$ cat config.mk
export PLATFORM = sky130hd
export DESIGN_NAME = clock_time_multi
export DESIGN_NICKNAME = d
export VERILOG_FILES = /design/src/rtl/clock_time_multi.sv
export SDC_FILE = /design/constraint.sdc
export NUM_CORES = 1
export LEC_CHECK = 0
export CORE_UTILIZATION = 40
export CTS_BUF_LIST = sky130_fd_sc_hd__clkbuf_16
export DETAILED_ROUTE_END_ITERATION = 12
export DONT_BUFFER_PORTS = 1
export HOLD_SLACK_MARGIN = 0.05
export SYNTH_ARGS = -nofsm -noshare
export SYNTH_HDL_FRONTEND = slang
export SYNTH_SLANG_ARGS = --single-unit
$ cat constraint.sdc
create_clock -name clock -period 5.4 [get_ports clock]
set_input_delay 0.54 -clock clock [delete_from_list [all_inputs] [get_ports clock]]
set_output_delay 0.54 -clock clock [all_outputs]
set_load 0.03 [all_outputs]
$ cat src/rtl/clock_time_multi.sv
`default_nettype none
// +----------------------------------------------------------------------------+
// | clock_time_multi: prescaled tick counter with timestamp query and N_CH     |
// | one-shot countdown channels. Optional CLOCK_TIME_FREEZE_EN adds freeze.    |
// | Revision: 1.0                                                              |
// +----------------------------------------------------------------------------+
module clock_time_multi #(
  parameter int CLOCK_RATIO = 200000,
  parameter int TIME_W      = 32,
  parameter int N_CH        = 4,
  localparam int CH_W       = (N_CH > 1) ? $clog2(N_CH) : 1
) (
  input  logic              clock,
  input  logic              reset,
  input  logic              start_port,
  output logic              done_port,
  output logic [TIME_W-1:0] return_port,
  input  logic              arm_valid,
  input  logic [CH_W-1:0]   arm_ch,
  input  logic [TIME_W-1:0] arm_delay,
  input  logic              cancel_valid,
  input  logic [CH_W-1:0]   cancel_ch,
  input  logic [N_CH-1:0]   clear_mask,
  output logic [N_CH-1:0]   expired,
  output logic [N_CH-1:0]   active,
  output logic              irq
`ifdef CLOCK_TIME_FREEZE_EN
  ,
  input  logic              freeze
`endif
);

  localparam int              PS_W    = $clog2(CLOCK_RATIO);
  localparam logic [PS_W-1:0] PS_LAST = PS_W'(CLOCK_RATIO - 1);

  logic [PS_W-1:0]   prescaler;
  logic [TIME_W-1:0] tick_count;
  logic              run;
  logic              tick;
  logic [TIME_W-1:0] remain [N_CH];
  logic [N_CH-1:0]   arm_hit;
  logic [N_CH-1:0]   cancel_hit;
  logic [N_CH-1:0]   fire;

`ifdef CLOCK_TIME_FREEZE_EN
  assign run = ~freeze;
`else
  assign run = 1'b1;
`endif

  assign tick = run && (prescaler == PS_LAST);

  always_ff @(posedge clock) begin
    if (!reset) begin
      prescaler  <= '0;
      tick_count <= '0;
    end else if (run) begin
      prescaler <= tick ? '0 : prescaler + PS_W'(1);
      if (tick) begin
        tick_count <= tick_count + TIME_W'(1);
      end
    end
  end

  // Query samples the counter before this edge's increment.
  always_ff @(posedge clock) begin
    if (!reset) begin
      done_port   <= 1'b0;
      return_port <= '0;
    end else begin
      done_port <= start_port;
      if (start_port) begin
        return_port <= tick_count;
      end
    end
  end

  // Arm beats cancel beats countdown; a zero remain expires without a tick.
  always_comb begin
    arm_hit    = '0;
    cancel_hit = '0;
    fire       = '0;
    for (int i = 0; i < N_CH; i++) begin
      arm_hit[i]    = arm_valid && (arm_ch == CH_W'(i));
      cancel_hit[i] = cancel_valid && (cancel_ch == CH_W'(i));
      fire[i]       = !arm_hit[i] && !cancel_hit[i] && active[i] &&
                      ((remain[i] == '0) || (tick && (remain[i] == TIME_W'(1))));
    end
  end

  always_ff @(posedge clock) begin
    if (!reset) begin
      for (int i = 0; i < N_CH; i++) begin
        remain[i] <= '0;
      end
      active  <= '0;
      expired <= '0;
      irq     <= 1'b0;
    end else begin
      irq <= |expired;
      for (int i = 0; i < N_CH; i++) begin
        if (arm_hit[i]) begin
          remain[i] <= arm_delay;
          active[i] <= 1'b1;
        end else if (cancel_hit[i]) begin
          active[i] <= 1'b0;
        end else if (fire[i]) begin
          remain[i] <= '0;
          active[i] <= 1'b0;
        end else if (active[i] && tick) begin
          remain[i] <= remain[i] - TIME_W'(1);
        end
        // Expiry wins over a coincident clear.
        expired[i] <= fire[i] | (expired[i] & ~clear_mask[i] & ~arm_hit[i]);
      end
    end
  end

endmodule
`default_nettype wire
==> results of run 1 <==
synth_stat cells, drive strengths merged (2+ instances only):
cell type,instances
and2,3
nor4bb,2
and3,12
nand4,18
or4,22
nor4,26
nor2,136
and4,6
or4b,2
nand3b,11
nand2,187
nor3,55
a21oi,16
xnor2,88
o21ai,140
nand2b,5
buf,10
nand3,35
o21a,2
mux2i,32
nor3b,4
ha,14
or3,22
nand4b,5
edfxtp,128
a31oi,3
or2,4
inv,19
xor2,69
dfxtp,92
nor4b,3
clkbuf,40
nor2b,2
registers in the layout, summed over array words and instances, names as in the netlist:
register and cells:
return_port 32, expired 4, done_port 1, prescaler 18
tick_count 32, remain 128, irq 1, active 4
cells by family after synthesis:
logic type / after synthesis / synth area share [%]
AOI/OAI and AO/OA: 167 / 7.63
and+or+nand+nor: 561 / 23.7
adders and majority gates: 14 / 1.53
DFF: 220 / 49.8
muxes: 32 / 2.81
xor gates and xnor gates: 157 / 12.0
buffers and inverters: 69 / 2.51
layout make-up:
| cell class | count | area, um^2 |
|---|---|---|
| fill | 2731 | 15400 |
| sequential | 220 | 5690 |
| multi-input combinational | 931 | 5490 |
| clock buffer | 26 | 651 |
| tap | 378 | 473 |
| clock inverter | 18 | 106 |
| timing repair buffer | 10 | 75.1 |
| inverter | 19 | 71.3 |
| antenna | 1 | 2.50 |
power by group:
part           switching (mW)  internal [mW]  total, mW
Combinational           0.115         0.0833      0.199
Clock                   0.715          0.877       1.59
Sequential             0.0832           1.86       1.94
Total                   0.914           2.82       3.73
metal layers:
metal / track usage, % / vias up
li1: - / 4283
met1: 29.4 / 4135
met2: 31.8 / 286
met4: 5.98 / 0
met3: 4.30 / 45
met5: 0 / -
final timing paths:
kind	from	to	slack, ns
worst max register to register	remain[3][17]	remain[3][6]	1.61
worst max-delay path	remain[3][17]	remain[3][6]	1.61
worst min-delay path	start_port	done_port	0.12
worst min register to register	prescaler[0]	prescaler[0]	0.48
worst max-delay path, delay by kind of cell, from the launching register on:
family	cells	cell delay, ns
DFF	1	0.43
AOI/OAI and AO/OA	1	0.26
and+or+nand+nor	4	2.77
==> impl_results.md, run 1 <==
- Outcome: finished clean
- Cells along the critical path: or4_1, nor4_1, nand4b_1, nand4_1, o21ai_0
- Critical path's slowest cell: nand4_1
- Pin count of the biggest net entering global routing: 76
- Syn_area_per_cell: 9.36 um^2
- Max-slew violations: 0
- Worst skew pair latency: 0.54 ns
- TNS Setup: 0 ns
- Peak VDD IR: 224 uV
- Clk buf depth: 3
- Hold Fails Final Rpt: 0
- DR WL met2: 12900 um
- Post-Layout Cell Count: 1603
- CTS Hold Bufs: 0
- Pre-CTS setup slack: 1.67 ns
- First drt pass iteration count: 5
- Post-CTS setup buffers: 0
- Antenna violations before repair: 1
- Slew HR: 18.3%
- Reg clk slew, reported paths: 0.06 ns
- CTS tree: done
- Largest area contributor in the netlist: edfxtp_1
- Warning count from the yosys run: 0
- Vias in the first global route: 8354
- Fin util: 44.9%
- Setup crit end kind: flop
- RSZ-0062 raised after global routing: no
- Fraction of layout cells with a size suffix above 1: 4.98%
- Final hold slack: 0.118 ns
- Commonest non-fill, non-tap cell in the layout: nand2_1
- WHS Path Cells: 1
- Die Height: 171 um
- Cell row count: 61
- Post-Syn Area: 11400 um^2
- Detailed Place HPWL: 20400 um
- Met3 routed WL: 2390 um
- Cell count after placement: 1558
- Crit-path max cell delay: 0.99 ns
- CP Data Arrival Time: 4.03 ns
- CTS sink cnt: 220
- Die width: 171 um
- Drt first-iter violations: 863
- Primary FF master, synth: edfxtp_1
- Worst min path class: in -> reg
- Fin area: 12600 um^2
- Startpoint Class: flop
- Critical Path Fanout Max: 32
- Number of top-level pins: 87
- Vias per inst: 5.46
- Worst Skew: 0.0117 ns
- Min Tclk post-route: 3.79 ns
- Top area cells in the synthesized netlist: edfxtp_1, dfxtp_1, xnor2_1, nand2_1, o21ai_0
- Final setup viols: 0
- Grt total ovfl: 0
- WL final: 29900 um
- Syn Inst Count: 1220
- P per Cell Area: 297 nW/um^2
- PortBufs: 0
- Highest metal used: met4
- Final worst slack: 1.61 ns
- Nets: 1266
- Area growth syn-to-layout: 9.95%
- Placed instance area: 11800 um^2
- Worst Reg2Reg Path Length in Cells: 5
- Most frequent cells in the layout: nand2_1, o21ai_0, nor2_1
- Slew @ Worst Pin: 1.22 ns
- Vias: 8749
- Post_cts resized: 0
- Post-synth ARST share: 0%
- DR WL/cell: 18.7 um
- Leak: 3.97 nW
- #FFs+latches synth: 220
- Drc violations: 0
- Seq/Total Area, Yosys: 49.8%
- FMAX: 264 MHz
- Post-synth top area share: 33.7%
- Final period util: 70.1%
- Initial core utilization: 40.9%
- M1 WL: 13900 um
- Core area: 27900 um^2
- Die area: 29200 um^2
- Global-route wire length before repair: 46900 um
- Max-Cap Viols: 0
- Num CTS Buffers: 25
- H-tree depth: 1
- Final ANT Viol Nets: 0
- Syn nets: 1279
- Placer Congestion: 0.790
- Crit path kind: reg -> reg
- EDFF count, synth: 128
- Final Power: 3.73 mW
- Total Routing Usage GR: 20.8%
- WP data required: 5.64 ns
- Synth cell types: 46
- Root buf cell: clkbuf_16
No activity file was read; power rests on OpenSTA's default activity.
==> run 2: changes to the inputs <==
==> constraint.sdc (replaced) <==
create_clock -name clock -period 3.35 [get_ports clock]
set_input_delay 0.335 -clock clock [delete_from_list [all_inputs] [get_ports clock]]
set_output_delay 0.335 -clock clock [all_outputs]
set_load 0.03 [all_outputs]
==> run 2 against run 1 <==
Total power is 73% higher. Sequential power is 61% higher. First-iteration DRC count grew 3.8%. Final area is 5.4% higher. Critical path depth grew 2. Clock skew down 0.0024 ns. Highest routed layer unchanged. Critical path type unchanged. Global-route usage is 0.89 points higher.
==> impl_results.md, run 2 (synthesis results as in run 1) <==
- Outcome: finished clean
- Pin count of the biggest net entering global routing: 70
- Clk buf depth: 3
- Peak VDD IR: 328 uV
- Final ANT Viol Nets: 0
- Hold Fails Final Rpt: 0
- Die area: 29200 um^2
- Cells along the critical path: or4_1, or4b_4, or2_1, nor4_2, nand2_1, nand4_1, buf_12
- Die width: 171 um
- DR WL/cell: 18.8 um
- Critical path's slowest cell: or4_1
- Area growth syn-to-layout: 15.9%
- HP Start: arm_delay[25]
- Fin area: 13200 um^2
- Drc violations: 0
- Reg area: 5690 um^2
- Cell row count: 61
- P per Cell Area: 487 nW/um^2
- Nets: 1319
- Detailed Place HPWL: 20700 um
- Final setup viols: 0
- Commonest non-fill, non-tap cell in the layout: nand2_1
- Vias in the first global route: 8765
- Number of top-level pins: 87
- Reg clk slew, reported paths: 0.06 ns
- Setup crit end kind: flop
- Max reg flops: 128
- Critical Path Fanout Max: 32
- Antenna violations before repair: 3
- WL final: 31200 um
- Crit path kind: reg -> reg
- Post-CTS setup buffers: 0
- R2r endpoint: remain[2][21]
- Slew HR: 49.8%
- Worst Skew: 0.00932 ns
- CTS sink cnt: 220
- Grt total ovfl: 0
- Fill cells: 2650
- Placer Congestion: 0.827
- Critical path's top delay family: simple AND/OR/NAND/NOR gates
- Vias per inst: 5.45
- WP data required: 3.56 ns
- Drt first-iter violations: 896
- Total Routing Usage GR: 21.6%
- Fraction of layout cells with a size suffix above 1: 6.58%
- Final worst slack: 0.264 ns
- RSZ-0062 raised after global routing: no
- Hold EP: remain[0][25]
- Placed instance area: 12000 um^2
- Multi-input gate area in the final layout: 5500 um^2
- Final Power: 6.44 mW
- Final hold slack: 0.0633 ns
- Worst min path class: in -> reg
- Largest regs: remain (128), return_port (32), tick_count (32)
- R2R Path Start: remain[2][5]
- Cell count after placement: 1574
- Worst skew pair latency: 0.52 ns
- First drt pass iteration count: 5
- FMAX: 324 MHz
- CP Data Arrival Time: 3.30 ns
- Startpoint Class: flop
- Min Tclk post-route: 3.09 ns
- Max-Cap Viols: 0
- Vias: 9033
- Fin util: 47.4%
- Core area: 27900 um^2
- Initial core utilization: 40.9%
- Worst Reg2Reg Path Length in Cells: 7
- Reg2Reg Setup Slack: 0.26 ns
- CTS tree: done
- Max-slew violations: 0
- Pre-CTS setup slack: 0.222 ns
- Global-route wire length before repair: 48800 um
- TNS Setup: 0 ns
- Root buf cell: clkbuf_16
- PortBufs: 0
- Post-Layout Cell Count: 1658
- Slew @ Worst Pin: 0.752 ns
- Biggest register: remain
- Leak: 4.28 nW
- Crit-path max cell delay: 0.57 ns
- WP buf/inv: 1
- Final period util: 92.1%
- Num CTS Buffers: 25
- WHS Path Cells: 2
- Die Height: 171 um
- H-tree depth: 1
- Most frequent cells in the layout: nand2_1, o21ai_0, nor2_1
[run 2: worst reg2reg max path, stage by stage, from the launching register on]
cell and delay (ns):
edfxtp_1 0.42, or4_1 0.57, or4b_4 0.57, or2_1 0.32, nor4_2 0.36, nand2_1 0.12, nand4_1 0.16, buf_12 0.24
[run 2: final cells by class]
type                            count  share of cell area (%)
Multi-Input combinational cell    931                    41.5
Inverter                           19                   0.539
Tap cell                          378                    3.57
Clock inverter                     17                    1.40
Sequential cell                   220                    43.0
Clock buffer                       27                    5.11
Antenna cell                        3                  0.0567
Timing Repair Buffer               63                    4.82
[run 2: worst max path at each step]
stage / from / endpoint / slack, ns / depth (start not counted)
after global routing: remain[2][5] / remain[2][7] / 0.15 / 7
final: remain[2][5] / remain[2][21] / 0.26 / 7
after CTS: remain[2][9] / remain[2][3] / 0.21 / 7
after floorplan: remain[2][2] / remain[2][0] / -0.49 / 8
after global placement: remain[2][5] / remain[2][29] / 0.33 / 7
after detailed placement: remain[2][5] / remain[2][17] / 0.22 / 7
[run 2: power by group]
group	switching, mW	internal (mW)
Sequential	0.136	2.99
Combinational	0.259	0.179
Clock	1.12	1.76
[run 2: routing by layer]
| layer | up-vias | GRT usage (%) | routed length (um) |
|---|---|---|---|
| met4 | 0 | 5.90 | 727 |
| met5 | - | 0 | 0 |
| li1 | 4384 | - | - |
| met3 | 45 | 4.60 | 2430 |
| met1 | 4295 | 29.7 | 14100 |
| met2 | 309 | 34.4 | 13900 |
[run 2: what timing repair did]
action,CTS,global route
endpoints found under the hold margin,167,0
gates resized for setup,0,1
endpoints found under the setup margin,0,32
hold buffers,37,0
==> run 3: changes to the inputs <==
==> constraint.sdc (replaced) <==
create_clock -name clock -period 2.9 [get_ports clock]
set_input_delay 0.29 -clock clock [delete_from_list [all_inputs] [get_ports clock]]
set_output_delay 0.29 -clock clock [all_outputs]
set_load 0.03 [all_outputs]
==> run 3 against run 2 <==
First-iteration DRC count down 12%. Register-to-register slack worse by 0.19 ns. Fmax up 9.1%. Largest cell class unchanged. Largest power group unchanged.
==> impl_results.md, run 3 (synthesis results as in run 1) <==
- Post-Layout Cell Count: 1691
- Critical Path Fanout Max: 11
- Peak VDD IR: 492 uV
- Biggest register: remain
- Levels on crit path: 8
- Global-route wire length before repair: 48500 um
- Initial core utilization: 40.9%
- Final period util: 97.5%
- Num CTS Buffers: 27
- Largest regs: remain (128), return_port (32), tick_count (32)
- Most used cell, CP: or4b_4
- CP Data Arrival Time: 3.12 ns
- WP buf/inv: 2
- Outcome: finished clean
- Worst skew pair latency: 0.54 ns
- Clk buf depth: 3
- Final Power: 7.45 mW
- Core area: 27900 um^2
- Worst Reg2Reg Path Length in Cells: 8
- Fill cells: 2630
- Nets: 1351
- R2R Path Start: remain[2][11]
- Reg clk slew, reported paths: 0.06 ns
- Area growth syn-to-layout: 19.1%
- Vias in the first global route: 8559
- Drc violations: 0
- Total Routing Usage GR: 21.3%
- Commonest non-fill, non-tap cell in the layout: nand2_1
- Critical path's top delay family: simple AND/OR/NAND/NOR gates
- Crit path kind: reg -> reg
- WL final: 30900 um
- R2r endpoint: remain[2][3]
- Die Height: 171 um
- Die area: 29200 um^2
- WP data required: 3.19 ns
- H-tree depth: 1
- First drt pass iteration count: 5
- Setup crit end kind: flop
- Slew HR: 55.0%
- CTS tree: done
- Pin count of the biggest net entering global routing: 69
- Cell count after placement: 1598
- Max-slew violations: 0
- Fraction of layout cells with a size suffix above 1: 9.23%
- Vias: 9093
- Antenna violations before repair: 3
- Grt total ovfl: 0
- Slew @ Worst Pin: 0.675 ns
- Worst min path class: in -> reg
- Cells along the critical path: or4_4, or4b_4, or2_4, nor4_2, or4b_4, nand4_1, buf_6, clkbuf_16
- Critical path's slowest cell: or4_4
- Leak: 4.50 nW
- Number of top-level pins: 87
- Final ANT Viol Nets: 0
- Detailed Place HPWL: 20500 um
- DR WL/cell: 18.3 um
- Final setup viols: 0
- Root buf cell: clkbuf_16
- CTS sink cnt: 220
- FMAX: 354 MHz
- Cell row count: 61
- Min Tclk post-route: 2.83 ns
- P per Cell Area: 548 nW/um^2
- Startpoint Class: flop
- Max reg flops: 128
- Placer Congestion: 0.824
- Most frequent cells in the layout: nand2_1, o21ai_0, nor2_1
- Crit-path max cell delay: 0.56 ns
- Drt first-iter violations: 787
- TNS Setup: 0 ns
- Reg2Reg Setup Slack: 0.07 ns
- Worst Skew: 0.0136 ns
- Die width: 171 um
- Crit path from: remain[2][11]
- Hold Fails Final Rpt: 0
- PortBufs: 0
- Max-Cap Viols: 0
- Vias per inst: 5.38
- Setup crit end: remain[2][3]
==> run 3: per-layer routing <==
layer  vias to the layer above  global-route usage [%]  wire [um]  share of wire, %
met5                         -                       0          0                 0
met4                         0                    6.41        734               2.4
met3                        52                    3.98       2060               6.7
met2                       266                    32.5      13700                44
met1                      4322                    30.4      14400                47
li1                       4453                       -          -                 -
==> run 3: how the worst min path moves through the flow <==
stage | from | to | slack (ns) | depth (start not counted)
floorplan | reset | expired[2] | 0.43 | 2
global placement | reset | expired[1] | 0.42 | 1
detailed placement | reset | expired[1] | 0.42 | 1
CTS | arm_ch[1] | active[3] | 0.06 | 3
global route | arm_ch[0] | active[2] | 0.09 | 3
finish | arm_ch[0] | active[2] | 0.08 | 3
==> run 3: power by group <==
part / leakage [nW] / internal [mW] / switching (mW)
registers: 2.00 / 3.46 / 0.153
logic: 2.05 / 0.233 / 0.309
clock network: 0.443 / 1.96 / 1.34
==> run 3: layout make-up <==
cell class                 count  area, um^2  share of cell area (%)
inverter                      19        71.3                   0.524
sequential                   220        5690                    41.8
timing repair buffer          93         928                    6.83
tap                          378         473                    3.48
clock inverter                21         183                    1.34
multi-input combinational    931        5580                    41.0
antenna                        2        5.00                  0.0368
clock buffer                  27         676                    4.97
==> run 3: per-stage QoR <==
stage | cell area (um^2) | hold slack [ns] | worst slack [ns] | util (%)
after floorplan | 11500 | 0.432 | -0.942 | -
after global placement | 12200 | 0.417 | 0.0168 | 43.8
after detailed placement | 12200 | 0.418 | -0.0392 | 43.8
after CTS | 13500 | 0.0613 | 0.00658 | 48.3
after global routing | 13600 | 0.0949 | -0.00835 | 48.7
final | 13600 | 0.0805 | 0.0727 | 48.7
==> run 3: worst min-delay path: stages <==
cell,delay [ns]
nor2b_1,0.03
nand2_1,0.13
a21oi_1,0.10
==> run 3: repair_timing <==
item	CTS	global route
setup buffers	0	2
hold buffers	40	0
pin swaps	0	3
endpoints found under the setup margin	32	77
gates resized for setup	1	10
endpoints found under the hold margin	170	0
cloned	0	1
